File: src/rtl/hit_arb_pkg.sv
// hit_arb_pkg: shared types and default constants for hit_write_arbiter.
//   lamp_state_t   : target-lamp FSM encoding (LIT, DARK)
//   DEF_ON_CYCLES  : default cycles the lamp stays lit without a hit
//   DEF_OFF_CYCLES : default cycles the lamp stays dark
//   DEF_STATUS_REG : default regfile index that receives injected hit counts
package hit_arb_pkg;

  typedef enum logic {
    LIT  = 1'b0,
    DARK = 1'b1
  } lamp_state_t;

  localparam int unsigned DEF_ON_CYCLES  = 32'd200000000;
  localparam int unsigned DEF_OFF_CYCLES = 32'd250000000;
  localparam int unsigned DEF_STATUS_REG = 32'd30;

endpackage

File: src/rtl/lamp_timer.sv
// lamp_timer: target-lamp on/off FSM with its dwell timer.
//   clk    : system clock, all state on rising edge
//   reset  : asynchronous, active-high; returns to LIT with timer 0
//   hit    : one-cycle hit event (falling edge of the conditioned button)
//   lamp   : 1 while the FSM is LIT
//   scored : combinational, hit arriving while LIT; this is the hit that
//            counts and that moves the FSM to DARK at this edge
//   state  : FSM state, exposed for checkers
module lamp_timer
  import hit_arb_pkg::*;
#(
  parameter int unsigned ON_CYCLES  = DEF_ON_CYCLES,
  parameter int unsigned OFF_CYCLES = DEF_OFF_CYCLES,
  parameter int unsigned TMR_W      = 32
) (
  input  logic        clk,
  input  logic        reset,
  input  logic        hit,
  output logic        lamp,
  output logic        scored,
  output lamp_state_t state
);

  localparam logic [TMR_W-1:0] ON_LAST  = TMR_W'(ON_CYCLES - 1);
  localparam logic [TMR_W-1:0] OFF_LAST = TMR_W'(OFF_CYCLES - 1);

  logic [TMR_W-1:0] timer;

  // Hits in DARK are ignored entirely.
  assign scored = hit && (state == LIT);
  assign lamp   = (state == LIT);

  always_ff @(posedge clk or posedge reset) begin
    if (reset) begin
      state <= LIT;
      timer <= '0;
    end else begin
      case (state)
        LIT: begin
          // A hit on the timeout cycle still scores: hit is tested first.
          if (hit || (timer == ON_LAST)) begin
            state <= DARK;
            timer <= '0;
          end else begin
            timer <= timer + TMR_W'(1);
          end
        end
        DARK: begin
          if (timer == OFF_LAST) begin
            state <= LIT;
            timer <= '0;
          end else begin
            timer <= timer + TMR_W'(1);
          end
        end
        default: begin
          state <= LIT;
          timer <= '0;
        end
      endcase
    end
  end

endmodule

File: src/rtl/hit_write_arbiter.sv
// hit_write_arbiter: owns the regfile write port between the processor and
// the hit-scoring logic. Runs the target lamp, counts hits against the lit
// lamp, and injects the pending count into STATUS_REG whenever the processor
// leaves the write port idle.
//   clk, reset           : clock; asynchronous active-high reset
//   btn                  : raw hit button, active-low
//   cpu_we/cpu_rd/cpu_data: processor regfile write request
//   rf_we/rf_rd/rf_data  : regfile write port (combinational mux)
//   lamp                 : target lamp, 1 = lit
//   pending              : hits counted but not yet injected
//   inject_ack           : an injection write is presented this cycle
//   dropped              : one-cycle pulse, a hit lost to saturation
// Build option: define HIT_SYNC_EN to pass btn through a 2-flop synchronizer
// before edge detection (hit lands two edges later than without it).
//
// Write port semantics: rf_we is the sole qualifier; there is no ready. The
// regfile accepts whatever is presented at the next rising edge. The
// processor always wins; an injection only fills cycles where cpu_we = 0, and
// the count it carries is consumed at that same edge.
module hit_write_arbiter
  import hit_arb_pkg::*;
#(
  parameter int unsigned STATUS_REG = DEF_STATUS_REG,
  parameter int unsigned ON_CYCLES  = DEF_ON_CYCLES,
  parameter int unsigned OFF_CYCLES = DEF_OFF_CYCLES,
  parameter int unsigned CNT_W      = 3,
  parameter int unsigned TMR_W      = 32
) (
  input  logic             clk,
  input  logic             reset,
  input  logic             btn,
  input  logic             cpu_we,
  input  logic [4:0]       cpu_rd,
  input  logic [31:0]      cpu_data,
  output logic             rf_we,
  output logic [4:0]       rf_rd,
  output logic [31:0]      rf_data,
  output logic             lamp,
  output logic [CNT_W-1:0] pending,
  output logic             inject_ack,
  output logic             dropped
);

  localparam logic [CNT_W-1:0] CNT_MAX = '1;

  logic        btn_cond;
  logic        btn_prev;
  logic        hit;
  logic        scored;
  logic        inject;
  logic [CNT_W-1:0] pending_base;
  logic [CNT_W-1:0] pending_next;
  logic        dropped_next;
  lamp_state_t lamp_state;

  // Button conditioning. Sample flops reset to 1 (released) so that leaving
  // reset can never look like a falling edge.
`ifdef HIT_SYNC_EN
  logic btn_s1;
  logic btn_s2;

  always_ff @(posedge clk or posedge reset) begin
    if (reset) begin
      btn_s1   <= 1'b1;
      btn_s2   <= 1'b1;
      btn_prev <= 1'b1;
    end else begin
      btn_s1   <= btn;
      btn_s2   <= btn_s1;
      btn_prev <= btn_s2;
    end
  end

  assign btn_cond = btn_s2;
`else
  always_ff @(posedge clk or posedge reset) begin
    if (reset) begin
      btn_prev <= 1'b1;
    end else begin
      btn_prev <= btn;
    end
  end

  assign btn_cond = btn;
`endif

  // Falling edge only, so a held button yields a single hit.
  assign hit = btn_prev & ~btn_cond;

  lamp_timer #(
    .ON_CYCLES  (ON_CYCLES),
    .OFF_CYCLES (OFF_CYCLES),
    .TMR_W      (TMR_W)
  ) u_lamp_timer (
    .clk    (clk),
    .reset  (reset),
    .hit    (hit),
    .lamp   (lamp),
    .scored (scored),
    .state  (lamp_state)
  );

  // Write-port arbitration: processor has absolute priority.
  assign inject     = !cpu_we && (pending != '0);
  assign inject_ack = inject;
  assign rf_we      = cpu_we | inject;
  assign rf_rd      = inject ? 5'(STATUS_REG) : cpu_rd;
  assign rf_data    = inject ? 32'(pending) : cpu_data;

  // An injection hands the whole count to software, so the base restarts at
  // zero; a hit in the same cycle therefore leaves exactly 1 behind.
  always_comb begin
    pending_base = inject ? '0 : pending;
    pending_next = pending_base;
    dropped_next = 1'b0;
    if (scored) begin
      if (pending_base == CNT_MAX) begin
        dropped_next = 1'b1;
      end else begin
        pending_next = pending_base + CNT_W'(1);
      end
    end
  end

  always_ff @(posedge clk or posedge reset) begin
    if (reset) begin
      pending <= '0;
      dropped <= 1'b0;
    end else begin
      pending <= pending_next;
      dropped <= dropped_next;
    end
  end

endmodule

File: config.mk
export PLATFORM = sky130hd
export DESIGN_NAME = hit_write_arbiter
export DESIGN_NICKNAME = d
export VERILOG_FILES = /design/src/rtl/hit_arb_pkg.sv /design/src/rtl/lamp_timer.sv /design/src/rtl/hit_write_arbiter.sv
export SDC_FILE = /design/constraint.sdc
export NUM_CORES = 1
export LEC_CHECK = 0
export ABC_AREA = 1
export ABC_CLOCK_PERIOD_IN_PS = 2500
export CAP_MARGIN = 30
export CORE_MARGIN = 2
export CORE_UTILIZATION = 50
export CTS_CLUSTER_SIZE = 10
export DETAILED_ROUTE_END_ITERATION = 6
export HOLD_SLACK_MARGIN = 0.02
export PLACE_DENSITY = 0.95
export SLEW_MARGIN = 10
export SYNTH_ARGS = -nofsm -noshare
export SYNTH_HDL_FRONTEND = slang
export SYNTH_SLANG_ARGS = --single-unit
export TNS_END_PERCENT = 1
File: constraint.sdc
create_clock -name clk -period 2.5 [get_ports clk]
set_input_delay 0.625 -clock clk [delete_from_list [all_inputs] [get_ports clk]]
set_output_delay 0.625 -clock clk [all_outputs]
set_load 0.01 [all_outputs]
* Word-level counts from Yosys, hierarchy flattened
Cells that the tools add are included.
** Storage, ports and cells
- Memory bits (writable) :: 0
- Memories kept :: 0
- Bits in read-only memories :: 0
- Word-level logic and storage cells :: 32
- Register bits after elaboration :: 38
- Bits in latches :: 0
- Input port bits :: 41
- Output and inout port bits :: 44
** Operators by class
- Order comparisons :: 0
- Reductions and logical operators :: 5
- Mux-type cells :: 13
- Shifts and indexed selects :: 0
- Add/sub/neg operators :: 2
- Div/mod/pow operators :: 0
- Multipliers :: 0
- Bitwise operators :: 4
- Eq/ne operators :: 3
** Operators by type and width (count)
- $mux 32 :: 3
- $eq 32x28->1 const B :: 2
- $pmux 32 s2 :: 1
- $add 32x1->32 const B :: 1
- $mux 3 :: 3
- $mux 5 :: 1
- $mux 1 :: 4
- $add 3x1->3 const B :: 1
- $eq 3x3->1 const B :: 1
- $reduce_bool 3->1 :: 1
- $logic_and 1x1->1 :: 2
- $not 1->1 :: 2
- $pmux 1 s2 :: 1
- $and 1x1->1 :: 1
- $logic_not 1->1 :: 1
- $logic_or 1x1->1 :: 1
- $or 1x1->1 :: 1

* Depth between registers and ports, before layout
Gate-level depths: netlist (run 1).
- Word-level depth :: 6
- Gate-level depth with buffers :: 11
- Mapped depth without buffers :: 10

* Cells and area by module
A second synthesis (run 1) with hierarchy kept.
** Second synthesis, totals
- Cells, all modules :: 399
- Area total of the unflattened synthesis :: 2620.0 um2
** By module, submodules not included
- lamp_timer :: sequential area each 825.8 um2, times used 1, cells an instance 290, area each 2019.4 um2
- hit_write_arbiter :: sequential area each 126.4 um2, times used 1, cells an instance 109, area each 600.6 um2

* Worst setup path after synthesis (run 1)
Ideal clock, no wire load.
- Path kind :: in2out
- Start :: in cpu_we
- End :: out rf_data[10]
- Required time :: 1.875 ns
- Data arrival time :: 1.293 ns
- Path slack :: 0.582 ns
- Path buffers :: 1
- Stages on the path :: 3
- Path through :: a31oi_2 clkbuf_1 nor2_1
** On the way
- Longest elaborated chain between the ends :: 3
** Ends and longest elaborated chain
- from (decl) :: RTL line hit_write_arbiter.sv:32 : input logic cpu_we,
- $logic_not 1->1 :: RTL line hit_write_arbiter.sv:104 : assign inject = !cpu_we && (pending != '0);
- $logic_and 1x1->1 :: RTL line hit_write_arbiter.sv:104
- $mux 32 :: RTL line hit_write_arbiter.sv:108 : assign rf_data = inject ? 32'(pending) : cpu_data;
- to (decl) :: RTL line hit_write_arbiter.sv:37 : output logic [31:0] rf_data,
Every way passes these cells.

* Worst setup path after layout (run 1)
- Start :: in cpu_data[26]
- End :: out rf_data[26]
** On the way
- Longest elaborated chain between the ends :: 1
** Ends and longest elaborated chain
- from (decl) :: RTL line hit_write_arbiter.sv:34 : input logic [31:0] cpu_data,
- $mux 32 :: RTL line hit_write_arbiter.sv:108
Every way passes these cells.

==> results.yml, run 1 <==
synth:
  synth_ff_type: "dfrtp_1"
  seq_area_frac_synth: 0.379
  syn-instance-count: 384
  yosysTopAreaCell: "dfrtp_1"
  synth.top_cell.area_share: 0.369
  ys_top_cells_by_area: "dfrtp_1, nor2_1, nand2_1"
  synth_top_family_by_area: "simple AND/OR/NAND/NOR gates"
  netlist_top_cells_count: "nor2_1, nand2_1, inv_1"
  synth_most_common_cell: "nor2_1"
  synth-edff-count: 0
  synthMuxAreaShare: 0
  synth_fa_ha_area_frac: 0.00499
  syn_avg_cell_area_sq_um: 6.54
  syn-num-nets: 426
  synth_compound_area_frac: 0.0224
  synth_cell_types: 25
  syn-cell-area_sq_um: 2510
  synth_xor_area_frac: 0.0977
  synth-simple-area-share: 0.378
  ys_async_sr_fraction: 1.00
  yosys_warnings: 0
  synth.ff_latch_count: 38
cells_and_area:
  diodes: 0
  drive_gt1_frac: 0.0672
  instances_no_fill: 543
  area_growth_pct: 40.0
  fin_nets: 517
drt:
  first_pass_iters: 4
  drcViolationCount: 0
  antenna_left: 0
  dr.first_iter.drc_count: 121
  detail_route.wirelength_mm: 7.07
  post_drt_via_cell_ratio: 4.72
  vias: 2564
  post_drt_wl_per_cell_um: 13.0
pwr:
  total_power_mw: 1.22
  irDropWorstVdd_v: 0.000370
  p_leak_nw: 1.64
  power.density_nw_per_um2: 348
sta:
  layout_setup_ws_ps: 16.9
  clock_skew_ps: 7.13
  rsz0062_at_grt: "no"
  finalHoldViolations: 0
  hold_ws_ps: 516
  period_share: 0.993
  slew_headroom: 0.684
  worst_pin_slew_ps: 475
  setup_tns_ps: 0
  fin_crit_ps: 2480
  slew_violations: 0
  finalSetupViolCount: 0
  fmaxAchievable_mhz: 403
grt:
  antenna_found_initial: 0
  grt_pass1_vias: 2416
  grt_max_degree: 39
  grtUsageTotal: 0.253
  grt_first_pass_wirelength_mm: 10.6
  use_met3: 0.0495
  grtUsageMet1: 0.278
  grt.busiest_layer: "met2"
  grt.overflow.total: 0
  use_met2: 0.469
placed_design:
  hpwl_mm: 5.59
  port_buffers: 84
  place_ws_ps: -258
  place.gp.congestion: 0.893
  dp_cells: 535
clock_network:
  root_buffer: "clkbuf_8"
  cts_inserted_buffers: 5
  clkSinkCount: 38
  clk-insertion-delay-late_ps: 290
  cts_tree: "done"
  cts_buffer_depth: 2
  post_cts.repair.setup_buffers: 0
  hold_buffers: 0
  clk_pin_slew_ps: 70
  cts_max_level: 2
floorplan:
  fp.dieH_um: 74.9
  rows: 25
  io_pins: 85
  initial_core_util: 0.524
  coreArea_sq_um: 4790
  die_w_um: 74.9
  dieArea_sq_um: 5600
critical_path:
  end_kind: "output port"
  critPathRequiredTime_ps: 1880
  crit_arrival_ps: 1860
  cp_max_fo: 1
  start_kind: "input pin"
  worstSetupPathType: "input pin to output port"
worst_hold_path:
  hp-class: "flip-flop to flip-flop"
run:
  maxCapViolations: 0
outcome:
  outcome: "finished, final reports clean"
## metal layers
layer	vias to the layer above	wire [um]
met5	-	0
met4	0	192
met3	17	489
met2	91	3700
met1	1156	2690
li1	1300	-
## path summary, 6_finish.rpt
path | slack, ps | endpoint | startpoint | depth (start not counted)
hold reg to reg | 520 | u_lamp_timer.timer[0] | u_lamp_timer.timer[0] | 1
setup / recovery | 20 | rf_data[26] | cpu_data[26] | 4
min in group asynchronous | 760 | u_lamp_timer.timer[29] | reset | 3
hold / removal | 520 | u_lamp_timer.timer[0] | u_lamp_timer.timer[0] | 1
max in group asynchronous | 1390 | btn_prev | reset | 3
setup reg to reg | 650 | u_lamp_timer.timer[23] | u_lamp_timer.timer[0] | 10
## critical path: stages
cell and delay, ps:
clkdlybuf4s50_1 490, inv_1 60, nor2_1 110, clkdlybuf4s50_1 570
## power breakdown
part / switching, mW / internal (mW)
clock network: 0.212 / 0.223
registers: 0.000234 / 0.616
logic: 0.0699 / 0.104
total: 0.282 / 0.942
## what timing repair did
action                                  CTS  global route
pin swaps                                 0             0
gates resized for setup                  41             3
endpoints found under the setup margin   39             4
## cell type report
| class | count | area, sq um |
|---|---|---|
| clock buffer | 7 | 86.3 |
| clock inverter | 1 | 5.00 |
| fill | 368 | 1270 |
| inverter | 66 | 248 |
| multi-input combinational | 274 | 1270 |
| sequential | 38 | 952 |
| tap | 67 | 83.8 |
| timing repair buffer | 90 | 866 |
## registers in the layout, summed over array words and instances (netlist names)
name                count
dropped                 1
btn_prev                1
u_lamp_timer.state      1
pending                 3
u_lamp_timer.timer     32
## through the flow
| step | utilization | cell area [sq um] |
|---|---|---|
| 2_1_floorplan | - | 2510 |
| 3_3_place_gp | 0.720 | 3450 |
| 3_5_place_dp | 0.720 | 3450 |
| 4_1_cts | 0.734 | 3510 |
| 5_1_grt | 0.734 | 3510 |
| 6_report | 0.734 | 3510 |
## cells in the final DEF (no fill, tap or decap), types with 2 or more instances in the layout
| master | n |
|---|---|
| nor2_1 | 115 |
| nand2_1 | 96 |
| inv_1 | 62 |
| clkdlybuf4s50_1 | 50 |
| dfrtp_1 | 37 |
| dlygate4sd2_1 | 29 |
| xor2_1 | 26 |
| nand3_1 | 6 |
| clkbuf_8 | 6 |
| o21ai_0 | 5 |
| clkdlybuf4s15_1 | 5 |
| inv_2 | 4 |
| nor2_2 | 4 |
| nor3_1 | 4 |
| or2_2 | 4 |
| buf_4 | 4 |
| nand2_2 | 2 |
| a21oi_1 | 2 |
| xnor2_1 | 2 |
| nand4_1 | 2 |
## kinds of logic (layout without fill, tap and decap cells)
kind of cell / after synthesis / after routing
AOI/OAI and AO/OA: 9 / 9
xor gates and xnor gates: 28 / 28
adders and majority gates: 1 / 1
buffers and inverters: 72 / 164
DFF: 38 / 38
and+or+nand+nor: 236 / 236
(Power assumes the default switching activity.)
==> run 2, diff against run 1 <==
ABC_CLOCK_PERIOD_IN_PS = 2050   (was 2500)
CORE_UTILIZATION = 42   (was 50)
PLACE_DENSITY = 0.87   (was 0.95)
clock period = 2.05 ns   (was 2.5 ns; I/O delays follow)
==> run 2 against run 1 <==
Compared with the run above: total power increased by 41%; critical path depth is 1 higher; sequential cell count is the same; global-route usage decreased by 4.4 points; final area is 1.6% higher; critical path type unchanged.
==> results.yml, run 2 (synthesis gave the netlist of run 1 again) <==
pwr:
  p_int_mw: 1.36
  p_comb_frac: 0.119
  swShare: 0.209
  power.density_nw_per_um2: 482
  pwr-share-clk: 0.444
  seq_power_share: 0.437
  irDropWorstVdd_v: 0.000447
  p_leak_nw: 1.69
  power_switching_mw: 0.360
drt:
  drcViolationCount: 0
  wl_met2_mm: 3.53
  met3_length_um: 431
  detail_route.wirelength_mm: 6.70
  post_drt_via_cell_ratio: 4.50
  vias: 2514
  antenna_left: 0
  dr.first_iter.drc_count: 104
  highest_layer: "met4"
  first_pass_iters: 4
  post_drt_wl_per_cell_um: 12.0
  wl_met1_mm: 2.65
worst_hold_path:
  hp-start: "u_lamp_timer.timer[0]"
  holdPathStages: 1
  worstHoldEndpoint: "u_lamp_timer.timer[0]"
  hp-class: "flip-flop to flip-flop"
cells_and_area:
  fin_nets: 525
  drive_gt1_frac: 0.134
  regMostFlops: "u_lamp_timer.timer"
  register_area_sq_um: 952
  multi_input_area_sq_um: 1270
  mostFrequentLayoutCells: "nor2_1, nand2_1, inv_1"
  nFillCells: 502
  mostFrequentLayoutCell: "nor2_1"
  area_growth_pct: 42.3
  largest_reg_flops: 32
  diodes: 0
  instances_no_fill: 559
  reg.largest.list: "u_lamp_timer.timer: 32 flops, pending: 3 flops"
clock_network:
  clkSinkCount: 38
  cts_tree: "done"
  cts_buffer_depth: 2
  clk-insertion-delay-late_ps: 300
  cts_inserted_buffers: 5
  root_buffer: "clkbuf_8"
  cts_max_level: 2
  clk_pin_slew_ps: 80
critical_path:
  rrSetupSlack_ps: 240
  end_kind: "output port"
  worstSetupPathType: "input pin to output port"
  critPathRequiredTime_ps: 1540
  crit_arrival_ps: 1530
  cp_max_fo: 10
  r2r_start: "u_lamp_timer.timer[0]"
  start_kind: "input pin"
  reg2reg_depth: 10
  reg2reg_to: "u_lamp_timer.timer[23]"
placed_design:
  place.gp.congestion: 0.971
  hpwl_mm: 5.31
  dp_cells: 551
  place_ws_ps: -550
  port_buffers: 84
floorplan:
  coreArea_sq_um: 5850
  io_pins: 85
  fp.dieH_um: 81.3
  initial_core_util: 0.429
  rows: 28
  die_w_um: 81.3
  dieArea_sq_um: 6610
sta:
  slew_headroom: 0.788
  rsz0062_at_grt: "yes"
  worst_pin_slew_ps: 317
  finalSetupViolCount: 0
  finalHoldViolations: 0
  slew_violations: 0
  clock_skew_ps: 9.53
  layout_setup_ws_ps: 11.4
  fmaxAchievable_mhz: 491
  fin_crit_ps: 2040
  period_share: 0.994
grt:
  grtUsageTotal: 0.209
  grt_first_pass_wirelength_mm: 10.7
  grt.overflow.total: 0
  grt_pass1_vias: 2391
  grt_max_degree: 39
  antenna_found_initial: 0
outcome:
  outcome: "finished, final reports clean"
run:
  maxCapViolations: 0
-- run 2: cell types whose count changed in the layout (fill, tap and decap cells not counted), moves of 2 or more --
cell / change
dlygate4sd2_1: -26
clkbuf_2: +20
clkdlybuf4s15_1: +10
bufinv_16: +2
clkdlybuf4s50_1: -6
buf_4: +6
buf_2: +2
-- run 2: layout make-up --
cell class	count	area share
tap	75	0.0263
inverter	66	0.0694
clock buffer	5	0.0193
clock inverter	3	0.0193
timing repair buffer	98	0.242
sequential	38	0.267
multi-input combinational	274	0.357
-- run 2: through the flow --
stage / total power [mW] / util / hold slack (ps) / area (sq um) / TNS, ps
finish: 1.72 / 0.610 / 497 / 3570 / 0
global route: 1.78 / 0.610 / 527 / 3570 / -58.1
CTS: 1.75 / 0.626 / 495 / 3660 / 0
detailed placement: 1.00 / 0.603 / 484 / 3530 / -17220
global placement: 0.997 / 0.603 / 479 / 3530 / -15280
floorplan: 0.833 / - / 450 / 2510 / 0
-- run 2: metal layers --
layer | vias to the layer above | track usage
li1 | 1314 | -
met3 | 7 | 0.0578
met4 | 0 | 0.0661
met2 | 57 | 0.378
met5 | - | 0
met1 | 1136 | 0.237
-- run 2: repair_timing --
item	CTS	global route
resized for setup	69	41
endpoints found under the hold margin	0	0
pin swaps	0	1
hold buffers	0	0
setup buffers	0	0
setup endpoints to repair	39	38
-- run 2: worst max path at each step --
stage | slack [ps] | to | start
after global routing | -40 | inject_ack | pending[0]
final | 10 | inject_ack | cpu_we
after floorplan | 310 | rf_data[10] | pending[1]
after global placement | -450 | rf_data[13] | cpu_we
after detailed placement | -550 | rf_data[18] | cpu_we
after CTS | 5 | rf_data[18] | cpu_we
-- run 2: power groups by stage --
| stage | registers, mW | clock network, mW | logic, mW |
|---|---|---|---|
| after floorplan | 0.766 | 0 | 0.0671 |
| after global placement | 0.766 | 0 | 0.232 |
| after detailed placement | 0.766 | 0 | 0.237 |
| after CTS | 0.751 | 0.781 | 0.215 |
| after global routing | 0.751 | 0.806 | 0.226 |
| final | 0.751 | 0.764 | 0.205 |
-- run 2: critical path: stages --
cell and delay (ps):
clkdlybuf4s15_1 230, a31oi_4 240, buf_6 160, buf_12 110
dlygate4sd2_1 260
